[config.mk]
export PLATFORM = sky130hd
export DESIGN_NAME = mem_bus_arbiter_flat
export DESIGN_NICKNAME = d
export VERILOG_FILES = /design/src/rtl/mem_bus_arbiter_if.sv /design/src/rtl/mem_bus_arbiter.sv /design/src/flat_wrapper.sv
export SDC_FILE = /design/constraint.sdc
export NUM_CORES = 1
export LEC_CHECK = 0
export ABC_AREA = 0
export CAP_MARGIN = 20
export CORE_ASPECT_RATIO = 1.4
export CORE_UTILIZATION = 32
export DETAILED_ROUTE_END_ITERATION = 7
export PLACE_DENSITY = 0.75
export SLEW_MARGIN = 20
export SYNTH_ARGS = -nofsm -noshare
export SYNTH_HDL_FRONTEND = slang
export SYNTH_SLANG_ARGS = --single-unit
[constraint.sdc]
create_clock -name clk -period 1.9 [get_ports clk]
set_clock_uncertainty 0.1 [all_clocks]
set_input_delay 0.285 -clock clk [delete_from_list [all_inputs] [get_ports clk]]
set_output_delay 0.285 -clock clk [all_outputs]
set_load 0.1 [all_outputs]
[src/rtl/mem_bus_arbiter_if.sv]
// mem_bus_arbiter_if: the two requester ports, the shared read data, the slave-side
// request/response and the grant indicator. The arbiter uses the master modport.
// The slave modport is the view of everything around it: the requesters and the memory slave.
interface mem_bus_arbiter_if #(
  parameter int AW = 32
) ();
  // Requester 0 (CPU datapath)
  logic          m0_valid;
  logic [AW-1:0] m0_addr;
  logic [31:0]   m0_wdata;
  logic [3:0]    m0_wstrb;
  logic          m0_lock;
  logic          m0_ready;
  logic          m0_err;
  // Requester 1 (DMA / peripheral master)
  logic          m1_valid;
  logic [AW-1:0] m1_addr;
  logic [31:0]   m1_wdata;
  logic [3:0]    m1_wstrb;
  logic          m1_lock;
  logic          m1_ready;
  logic          m1_err;
  // Read data returned to whichever port gets the ready pulse
  logic [31:0]   m_rdata;
  // Memory slave side
  logic          s_valid;
  logic [AW-1:0] s_addr;
  logic [31:0]   s_wdata;
  logic [3:0]    s_wstrb;
  logic [31:0]   s_rdata;
  logic          s_ready;
  // Owner of the current or most recent transfer
  logic          grant_id;

  modport master (
    input  m0_valid, m0_addr, m0_wdata, m0_wstrb, m0_lock,
    output m0_ready, m0_err,
    input  m1_valid, m1_addr, m1_wdata, m1_wstrb, m1_lock,
    output m1_ready, m1_err,
    output m_rdata,
    output s_valid, s_addr, s_wdata, s_wstrb,
    input  s_rdata, s_ready,
    output grant_id
  );

  modport slave (
    output m0_valid, m0_addr, m0_wdata, m0_wstrb, m0_lock,
    input  m0_ready, m0_err,
    output m1_valid, m1_addr, m1_wdata, m1_wstrb, m1_lock,
    input  m1_ready, m1_err,
    input  m_rdata,
    input  s_valid, s_addr, s_wdata, s_wstrb,
    output s_rdata, s_ready,
    input  grant_id
  );
endinterface

[src/rtl/mem_bus_arbiter.sv]
// mem_bus_arbiter: shares one memory slave port between the CPU (port 0) and a DMA master
// (port 1). Round-robin arbitration with a lock that keeps an AMO load/store pair together.
// A watchdog completes a stuck transfer with an error, and it releases a lock that is
// held without any request. Completion (mX_ready/mX_err/m_rdata) is combinational in
// the cycle the slave answers. Everything else comes from registers.
module mem_bus_arbiter #(
  parameter int TIMEOUT = 255,
  parameter int AW      = 32
) (
  input  logic              clk,
  input  logic              reset,
  mem_bus_arbiter_if.master bus
);

  // Timer is wide enough to hold TIMEOUT; a disabled watchdog still keeps a 1-bit counter.
  localparam int            TW          = (TIMEOUT > 32'sd0) ? $clog2(TIMEOUT + 1) : 1;
  localparam logic          WDOG_EN     = (TIMEOUT > 32'sd0);
  localparam logic [TW-1:0] TIMER_LIMIT = TW'(TIMEOUT);
  localparam logic [TW-1:0] TIMER_MAX   = {TW{1'b1}};
  localparam logic [TW-1:0] TIMER_ONE   = TW'(32'd1);

  typedef enum logic [1:0] {
    ST_IDLE   = 2'd0,
    ST_BUSY   = 2'd1,
    ST_LOCKED = 2'd2
  } state_t;

  state_t          r_state;
  state_t          w_state_next;
  logic            r_grant_id;
  logic            r_rr_ptr;
  logic            r_s_valid;
  logic [AW-1:0]   r_s_addr;
  logic [31:0]     r_s_wdata;
  logic [3:0]      r_s_wstrb;
  logic [TW-1:0]   r_timer;

  logic            w_gnt_valid;
  logic            w_gnt_lock;
  logic            w_timeout;
  logic            w_capture;
  logic            w_cap_port;
  logic            w_done_ok;
  logic            w_done_err;
  logic            w_rr_update;
  logic [AW-1:0]   w_cap_addr;
  logic [31:0]     w_cap_wdata;
  logic [3:0]      w_cap_wstrb;

  // The watchdog fires when the timer has counted TIMEOUT cycles in BUSY or LOCKED.
  assign w_timeout = WDOG_EN && (r_timer == TIMER_LIMIT);

  // Select the request/lock lines of the port that currently owns the grant.
  always_comb begin
    w_gnt_valid = 1'b0;
    w_gnt_lock  = 1'b0;
    if (r_grant_id) begin
      w_gnt_valid = bus.m1_valid;
      w_gnt_lock  = bus.m1_lock;
    end else begin
      w_gnt_valid = bus.m0_valid;
      w_gnt_lock  = bus.m0_lock;
    end
  end

  // Select the request fields of the port being granted this cycle.
  always_comb begin
    w_cap_addr  = {AW{1'b0}};
    w_cap_wdata = 32'h0000_0000;
    w_cap_wstrb = 4'h0;
    if (w_cap_port) begin
      w_cap_addr  = bus.m1_addr;
      w_cap_wdata = bus.m1_wdata;
      w_cap_wstrb = bus.m1_wstrb;
    end else begin
      w_cap_addr  = bus.m0_addr;
      w_cap_wdata = bus.m0_wdata;
      w_cap_wstrb = bus.m0_wstrb;
    end
  end

  // Next-state logic: arbitration, completion and lock handling.
  // Reset suppresses every action, so an in-flight response is never reported.
  always_comb begin
    w_state_next = r_state;
    w_capture    = 1'b0;
    w_cap_port   = r_grant_id;
    w_done_ok    = 1'b0;
    w_done_err   = 1'b0;
    w_rr_update  = 1'b0;
    if (reset) begin
      w_state_next = ST_IDLE;
    end else begin
      case (r_state)
        ST_IDLE: begin
          if (bus.m0_valid && bus.m1_valid) begin
            w_capture    = 1'b1;
            w_cap_port   = r_rr_ptr;
            w_state_next = ST_BUSY;
          end else if (bus.m0_valid) begin
            w_capture    = 1'b1;
            w_cap_port   = 1'b0;
            w_state_next = ST_BUSY;
          end else if (bus.m1_valid) begin
            w_capture    = 1'b1;
            w_cap_port   = 1'b1;
            w_state_next = ST_BUSY;
          end else begin
            w_state_next = ST_IDLE;
          end
        end
        ST_BUSY: begin
          // A slave answer in the same cycle as the watchdog limit is a normal completion.
          if (bus.s_ready) begin
            w_done_ok = 1'b1;
            if (w_gnt_lock) begin
              w_state_next = ST_LOCKED;
            end else begin
              w_state_next = ST_IDLE;
              w_rr_update  = 1'b1;
            end
          end else if (w_timeout) begin
            w_done_err   = 1'b1;
            w_state_next = ST_IDLE;
            w_rr_update  = 1'b1;
          end else begin
            w_state_next = ST_BUSY;
          end
        end
        ST_LOCKED: begin
          // The other port is ignored until the owner leaves the lock or it expires.
          if (w_gnt_valid) begin
            w_capture    = 1'b1;
            w_cap_port   = r_grant_id;
            w_state_next = ST_BUSY;
          end else if (!w_gnt_lock) begin
            w_state_next = ST_IDLE;
            w_rr_update  = 1'b1;
          end else if (w_timeout) begin
            w_state_next = ST_IDLE;
            w_rr_update  = 1'b1;
          end else begin
            w_state_next = ST_LOCKED;
          end
        end
        default: begin
          w_state_next = ST_IDLE;
        end
      endcase
    end
  end

  // State register.
  always_ff @(posedge clk) begin
    if (reset) begin
      r_state <= ST_IDLE;
    end else begin
      r_state <= w_state_next;
    end
  end

  // Grant owner and round-robin pointer; the pointer moves away from the last owner on release.
  always_ff @(posedge clk) begin
    if (reset) begin
      r_grant_id <= 1'b0;
      r_rr_ptr   <= 1'b0;
    end else begin
      if (w_capture) begin
        r_grant_id <= w_cap_port;
      end
      if (w_rr_update) begin
        r_rr_ptr <= ~r_grant_id;
      end
    end
  end

  // Slave request registers: fields captured at grant and held stable until completion.
  always_ff @(posedge clk) begin
    if (reset) begin
      r_s_valid <= 1'b0;
      r_s_addr  <= {AW{1'b0}};
      r_s_wdata <= 32'h0000_0000;
      r_s_wstrb <= 4'h0;
    end else if (w_capture) begin
      r_s_valid <= 1'b1;
      r_s_addr  <= w_cap_addr;
      r_s_wdata <= w_cap_wdata;
      r_s_wstrb <= w_cap_wstrb;
    end else if (w_done_ok || w_done_err) begin
      r_s_valid <= 1'b0;
    end
  end

  // Watchdog timer: cleared on every state change, counts in BUSY/LOCKED, saturates.
  always_ff @(posedge clk) begin
    if (reset) begin
      r_timer <= {TW{1'b0}};
    end else if (w_state_next != r_state) begin
      r_timer <= {TW{1'b0}};
    end else if ((r_state != ST_IDLE) && (r_timer != TIMER_MAX)) begin
      r_timer <= r_timer + TIMER_ONE;
    end
  end

  // Completion goes only to the owning port, so both ready pulses can never be high together.
  assign bus.m0_ready = (w_done_ok | w_done_err) & ~r_grant_id;
  assign bus.m1_ready = (w_done_ok | w_done_err) &  r_grant_id;
  assign bus.m0_err   = w_done_err & ~r_grant_id;
  assign bus.m1_err   = w_done_err &  r_grant_id;
  assign bus.m_rdata  = w_done_ok ? bus.s_rdata : 32'h0000_0000;

  assign bus.s_valid  = r_s_valid;
  assign bus.s_addr   = r_s_addr;
  assign bus.s_wdata  = r_s_wdata;
  assign bus.s_wstrb  = r_s_wstrb;
  assign bus.grant_id = r_grant_id;

endmodule

[src/flat_wrapper.sv]
// flat-port wrapper written by rule: the top's interface ports become plain ports
module mem_bus_arbiter_flat 
#(
  parameter int TIMEOUT = 255,
  parameter int AW      = 32
)
  (clk, reset, bus_m0_valid, bus_m0_addr, bus_m0_wdata, bus_m0_wstrb, bus_m0_lock, bus_m0_ready, bus_m0_err, bus_m1_valid, bus_m1_addr, bus_m1_wdata, bus_m1_wstrb, bus_m1_lock, bus_m1_ready, bus_m1_err, bus_m_rdata, bus_s_valid, bus_s_addr, bus_s_wdata, bus_s_wstrb, bus_s_rdata, bus_s_ready, bus_grant_id);
  mem_bus_arbiter_if #(.AW(AW)) bus_i ();
  input  logic clk;
  input  logic reset;
  input wire logic [$bits(bus_i.m0_valid)-1:0] bus_m0_valid;
  input wire logic [$bits(bus_i.m0_addr)-1:0] bus_m0_addr;
  input wire logic [$bits(bus_i.m0_wdata)-1:0] bus_m0_wdata;
  input wire logic [$bits(bus_i.m0_wstrb)-1:0] bus_m0_wstrb;
  input wire logic [$bits(bus_i.m0_lock)-1:0] bus_m0_lock;
  output wire logic [$bits(bus_i.m0_ready)-1:0] bus_m0_ready;
  output wire logic [$bits(bus_i.m0_err)-1:0] bus_m0_err;
  input wire logic [$bits(bus_i.m1_valid)-1:0] bus_m1_valid;
  input wire logic [$bits(bus_i.m1_addr)-1:0] bus_m1_addr;
  input wire logic [$bits(bus_i.m1_wdata)-1:0] bus_m1_wdata;
  input wire logic [$bits(bus_i.m1_wstrb)-1:0] bus_m1_wstrb;
  input wire logic [$bits(bus_i.m1_lock)-1:0] bus_m1_lock;
  output wire logic [$bits(bus_i.m1_ready)-1:0] bus_m1_ready;
  output wire logic [$bits(bus_i.m1_err)-1:0] bus_m1_err;
  output wire logic [$bits(bus_i.m_rdata)-1:0] bus_m_rdata;
  output wire logic [$bits(bus_i.s_valid)-1:0] bus_s_valid;
  output wire logic [$bits(bus_i.s_addr)-1:0] bus_s_addr;
  output wire logic [$bits(bus_i.s_wdata)-1:0] bus_s_wdata;
  output wire logic [$bits(bus_i.s_wstrb)-1:0] bus_s_wstrb;
  input wire logic [$bits(bus_i.s_rdata)-1:0] bus_s_rdata;
  input wire logic [$bits(bus_i.s_ready)-1:0] bus_s_ready;
  output wire logic [$bits(bus_i.grant_id)-1:0] bus_grant_id;
  assign bus_i.m0_valid = bus_m0_valid;
  assign bus_i.m0_addr = bus_m0_addr;
  assign bus_i.m0_wdata = bus_m0_wdata;
  assign bus_i.m0_wstrb = bus_m0_wstrb;
  assign bus_i.m0_lock = bus_m0_lock;
  assign bus_m0_ready = bus_i.m0_ready;
  assign bus_m0_err = bus_i.m0_err;
  assign bus_i.m1_valid = bus_m1_valid;
  assign bus_i.m1_addr = bus_m1_addr;
  assign bus_i.m1_wdata = bus_m1_wdata;
  assign bus_i.m1_wstrb = bus_m1_wstrb;
  assign bus_i.m1_lock = bus_m1_lock;
  assign bus_m1_ready = bus_i.m1_ready;
  assign bus_m1_err = bus_i.m1_err;
  assign bus_m_rdata = bus_i.m_rdata;
  assign bus_s_valid = bus_i.s_valid;
  assign bus_s_addr = bus_i.s_addr;
  assign bus_s_wdata = bus_i.s_wdata;
  assign bus_s_wstrb = bus_i.s_wstrb;
  assign bus_i.s_rdata = bus_s_rdata;
  assign bus_i.s_ready = bus_s_ready;
  assign bus_grant_id = bus_i.grant_id;
  mem_bus_arbiter #(.TIMEOUT(TIMEOUT), .AW(AW)) u_core (.clk(clk), .reset(reset), .bus(bus_i));
endmodule
-- Word-level counts from Yosys, hierarchy flattened
Index checks and enable logic that the tools add are counted.
W data, S select, Z words.
- register bits: 81
- latch bits: 0
- memory bits (writable): 0
- bits in read-only memories: 0
- word-level logic and storage cells: 70
- memories kept: 0
- add/sub/neg operators: 1
- $mul: 0
- div/mod/pow operators: 0
- order comparisons: 0
- equal/unequal tests: 5
- shift operators: 0
- multiplexer cells: 43
- bitwise gates (word level): 6
- reductions and logical operators: 7
- operator list (cell ; count):
    $mux W32 ; 3
    $mux W1 ; 28
    $mux W2 ; 8
    $add A8 B1 Y8 const B ; 1
    $eq A8 B8 Y1 const B ; 1
    $ne A8 B8 Y1 const B ; 1
    $pmux W2 S3 ; 1
    $and A1 B1 Y1 ; 4
    $mux W4 ; 1
    $pmux W1 S2 ; 2
    $reduce_bool A2 Y1 ; 2
    $eq A2 B1 Y1 const B ; 1
    $eq A2 B2 Y1 const B ; 1
    $logic_and A1 B1 Y1 ; 2
    $logic_not A2 Y1 ; 1
    $ne A2 B2 Y1 ; 1
    $reduce_or A2 Y1 ; 1
    $logic_or A1 B1 Y1 ; 1
    $not A1 Y1 ; 1
    $or A1 B1 Y1 ; 1

-- Logic depth before layout (Yosys ltp)
- word-level depth: 8
- depth in mapped cells: 10
- depth with buffers taken out: 7

-- Least setup slack after synthesis
Ideal clock, no wire load.
- path kind: register -> output
- from: reg u_core.r_grant_id (netlist: u_core.bus.grant_id)
- to: out bus_m0_err
- data arrival time: 3937 ps
- required time: 1515 ps
- setup slack: -2422 ps
- cell stages (with the launch flop): 3
- path buffers: 1
- cells stage by stage: dfxtp_1 buf_2 nor4_1
- word-level cells in the longest chain between the ends: 2
- RTL lines (what ; RTL line ; text):
    start: declaration ; mem_bus_arbiter.sv:30 ; logic r_grant_id;
    start signal: assignment ; mem_bus_arbiter.sv:169 ; r_grant_id <= w_cap_port;
    $not A1 Y1 ; mem_bus_arbiter.sv:208 ; assign bus.m0_err = w_done_err & ~r_grant_id;
    $and A1 B1 Y1 ; mem_bus_arbiter.sv:208 ;
    end: declaration ; flat_wrapper.sv:17 ; output wire logic [$bits(bus_i.m0_err)-1:0] bus_m0_err;
No other way between the ends.

-- Worst setup path in the final report
- from: reg u_core.r_state[1]
- to: out bus_m_rdata[23]
- word-level cells in the longest chain between the ends: 4
- RTL lines (what ; RTL line ; text):
    start: declaration ; mem_bus_arbiter.sv:28 ; state_t r_state;
    start signal: assignment ; mem_bus_arbiter.sv:158 ; r_state <= w_state_next;
    $eq A2 B1 Y1 ; mem_bus_arbiter.sv:94 ; case (r_state)
    $mux W1 ; mem_bus_arbiter.sv:94 ;
    $mux W1 ; mem_bus_arbiter.sv:91 ; if (reset) begin
    $mux W32 ; mem_bus_arbiter.sv:210 ; assign bus.m_rdata = w_done_ok ? bus.s_rdata : 32'h0000_0000;
    end: declaration ; flat_wrapper.sv:25 ; output wire logic [$bits(bus_i.m_rdata)-1:0] bus_m_rdata;
No other way between the ends.

==> results by group <==
Status
  – Status: finished with violations
  – Violated checks: setup timing

Final layout
  – Nets: 963
  – Commonest non-fill, non-tap cell in the layout: clkdlybuf4s50_1
  – Layout area overhead: 135%
  – Share of layout cells above drive strength 1: 0.477
  – N_diodes: 0
  – Post-Layout Inst Area: 0.00962 mm^2
  – Most frequent cells in the layout: clkdlybuf4s50_1 (172), buf_4 (93), dfxtp_1 (75)
  – Final core occ: 0.778

Timing
  – Final hold violation count: 0
  – Setup ws final: -190 ps
  – Tmin final: 2090 ps
  – Max Clk Rate: 478 MHz
  – Max-slew violation count: 0
  – # setup viols final: 113
  – Worst-Margin Slew: 644 ps
  – Hold_ws: 140 ps
  – RSZ-0062 raised after global routing: yes
  – Relative slew margins: 0.571
  – Period utilisation layout: 1.10

Global routing
  – Initial antenna violation count: 0
  – GRT Overall Usage: 0.275
  – Largest net degree at the start of global routing: 42
  – Total gr overflow: 0
  – Global-route wire length before repair: 28000 um
  – Vias in the first global route: 5297

Drt
  – Antenna Nets Post-Route: 0
  – DR DRC count: 0
  – First-pass DRT Iterations: 4
  – Via/cell ratio: 5.37
  – DR WL/cell: 20.6 um
  – Vias: 5039
  – Final WL: 19400 um
  – Drt initial violations: 165

Logic synthesis
  – Sequential share of the synthesized area: 0.396
  – Synth unique cells: 40
  – Gate Count Post-Synth: 456
  – Top_reg_cell synth: dfxtp_1
  – Ys async rst share: 0
  – EDFF count, synth: 0
  – Synthesized Nets: 636
  – Mapped Avg Cell Area: 8.98 um^2
  – Mapped Area: 0.00409 mm^2
  – Synth warnings: 0
  – Flops & latches, synth: 81

CTS
  – # hold bufs at CTS: 0
  – Deepest clock path buffer count: 2
  – CTS root buf: clkbuf_16
  – H-Tree Depth: 3
  – Clk_lat worst skew: 340 ps
  – Worst-path clk slew: 70 ps
  – Clock sink total: 81
  – Clock buffer count from CTS: 9
  – TritonCTS clock tree: built

Setup path
  – Data arrival, critical path: 1710 ps
  – Worst Setup Start Kind: register
  – Crit Path Category: register to output pin
  – Worst reg2reg path depth: 10
  – Worst Path Max Fanout: 8
  – Crit. End Element: output pin
  – Required @ worst endpoint: 1510 ps

Floorplan
  – # rows: 48
  – Core area: 0.0124 mm^2
  – Die H: 136 um
  – Io pins: 281
  – Chip width: 97.6 um
  – Die area: 0.0133 mm^2
  – Starting Density: 0.331

Worst hold path
  – Hold Path Stages: 2
  – Worst hold path class: input pin to register

Placed design
  – HPWL Detailed: 11500 um
  – Placed cell areas: 0.00767 mm^2
  – I/O Buffers: 280
  – GPL Wtd Cong: 0.889
  – Setup WS pre-CTS: -407 ps

Power and ir drop
  – Peak supply drop: 0.576 mV
  – Leak: 3.86 nW
  – Overall Power: 8.38 mW
  – Pwr dens: 871 mW/mm^2

Run
  – Max Cap Viol: 0
-- critical path, cell delays in order (launching register included) --
cell and delay, ps:
dfxtp_2 330, inv_2 60, buf_6 90, ha_4 160
nand2b_4 70, nor2_4 140, buf_6 160, and2_4 180
buf_12 170
-- path summary, 6_finish.rpt --
path | start | end | slack, ps
setup reg to reg | u_core.r_state[1] | u_core.bus.s_wdata[17] | -180
hold reg to reg | u_core.bus.s_addr[23] | u_core.bus.s_addr[23] | 390
setup / recovery | u_core.r_state[1] | bus_m_rdata[23] | -190
hold / removal | reset | u_core.bus.grant_id | 140
-- sequential cells by signal, summed over array words and instances, names as in the netlist --
| signal | count |
|---|---|
| u_core.bus.s_valid | 1 |
| u_core.bus.s_wdata | 32 |
| u_core.r_timer | 8 |
| u_core.r_state | 2 |
| u_core.bus.grant_id | 1 |
| u_core.r_rr_ptr | 1 |
| u_core.bus.s_wstrb | 4 |
| u_core.bus.s_addr | 32 |
-- cells in the mapped netlist, types with 2 or more instances --
master / instances / area, um^2
clkbuf_1: 24 / 90.1
or2_2: 3 / 18.8
nor2_1: 84 / 315
nand2b_1: 2 / 12.5
dfxtp_1: 81 / 1620
ha_1: 5 / 62.6
a21boi_0: 2 / 15.0
o21ai_0: 8 / 40.0
nand2_1: 9 / 33.8
nand3_1: 7 / 35.0
a211oi_1: 70 / 526
nor3b_1: 6 / 45.0
buf_1: 3 / 11.3
buf_8: 2 / 30.0
mux2_2: 3 / 33.8
a21oi_1: 9 / 45.0
and2_1: 32 / 200
buf_4: 5 / 37.5
nand4_2: 2 / 25.0
o21a_1: 2 / 15.0
nor3_1: 5 / 25.0
mux2i_1: 70 / 701
buf_2: 2 / 10.0
inv_1: 4 / 15.0
-- timing repair --
item / 4_1_cts / 5_1_grt
pin swaps: 61 / 51
gates resized for setup: 145 / 81
setup endpoints to repair: 98 / 115
setup buffers: 28 / 4
cloned: 18 / 2
-- layout make-up --
type                       count  area, um^2
sequential                    81        1630
inverter                       4        15.0
clock inverter                 2        37.5
fill                         736        2750
clock buffer                  14         264
tap                          150         188
timing repair buffer         353        4170
multi-input combinational    334        3320
-- metrics by stage --
step	cells	setup TNS, ps
2_1_floorplan	456	-755
3_3_place_gp	878	-18350
3_5_place_dp	878	-23770
4_1_cts	940	-13900
5_1_grt	938	-22520
6_report	938	-14920
-- kinds of logic after synthesis --
logic type      share of synthesized area
flops                               0.396
fa+ha+maj                          0.0153
simple gates                        0.186
xor+xnor                          0.00428
buf+inv                            0.0501
mux                                 0.179
compound gates                      0.168
-- power by group --
part	switching (mW)	internal [mW]
logic	2.77	1.72
registers	0.182	1.92
clock network	0.697	1.09
-- layer usage --
layer  wire, um  GRT usage  vias up  part of all wire
met4        822      0.150        0             0.042
met1       6440      0.260     2426              0.33
met3       1160     0.0560       55             0.060
li1           -          -     2293                 -
met2      10900      0.544      265              0.57
met5          0          0        -                 0
Power figures use the tool's default switching activity.
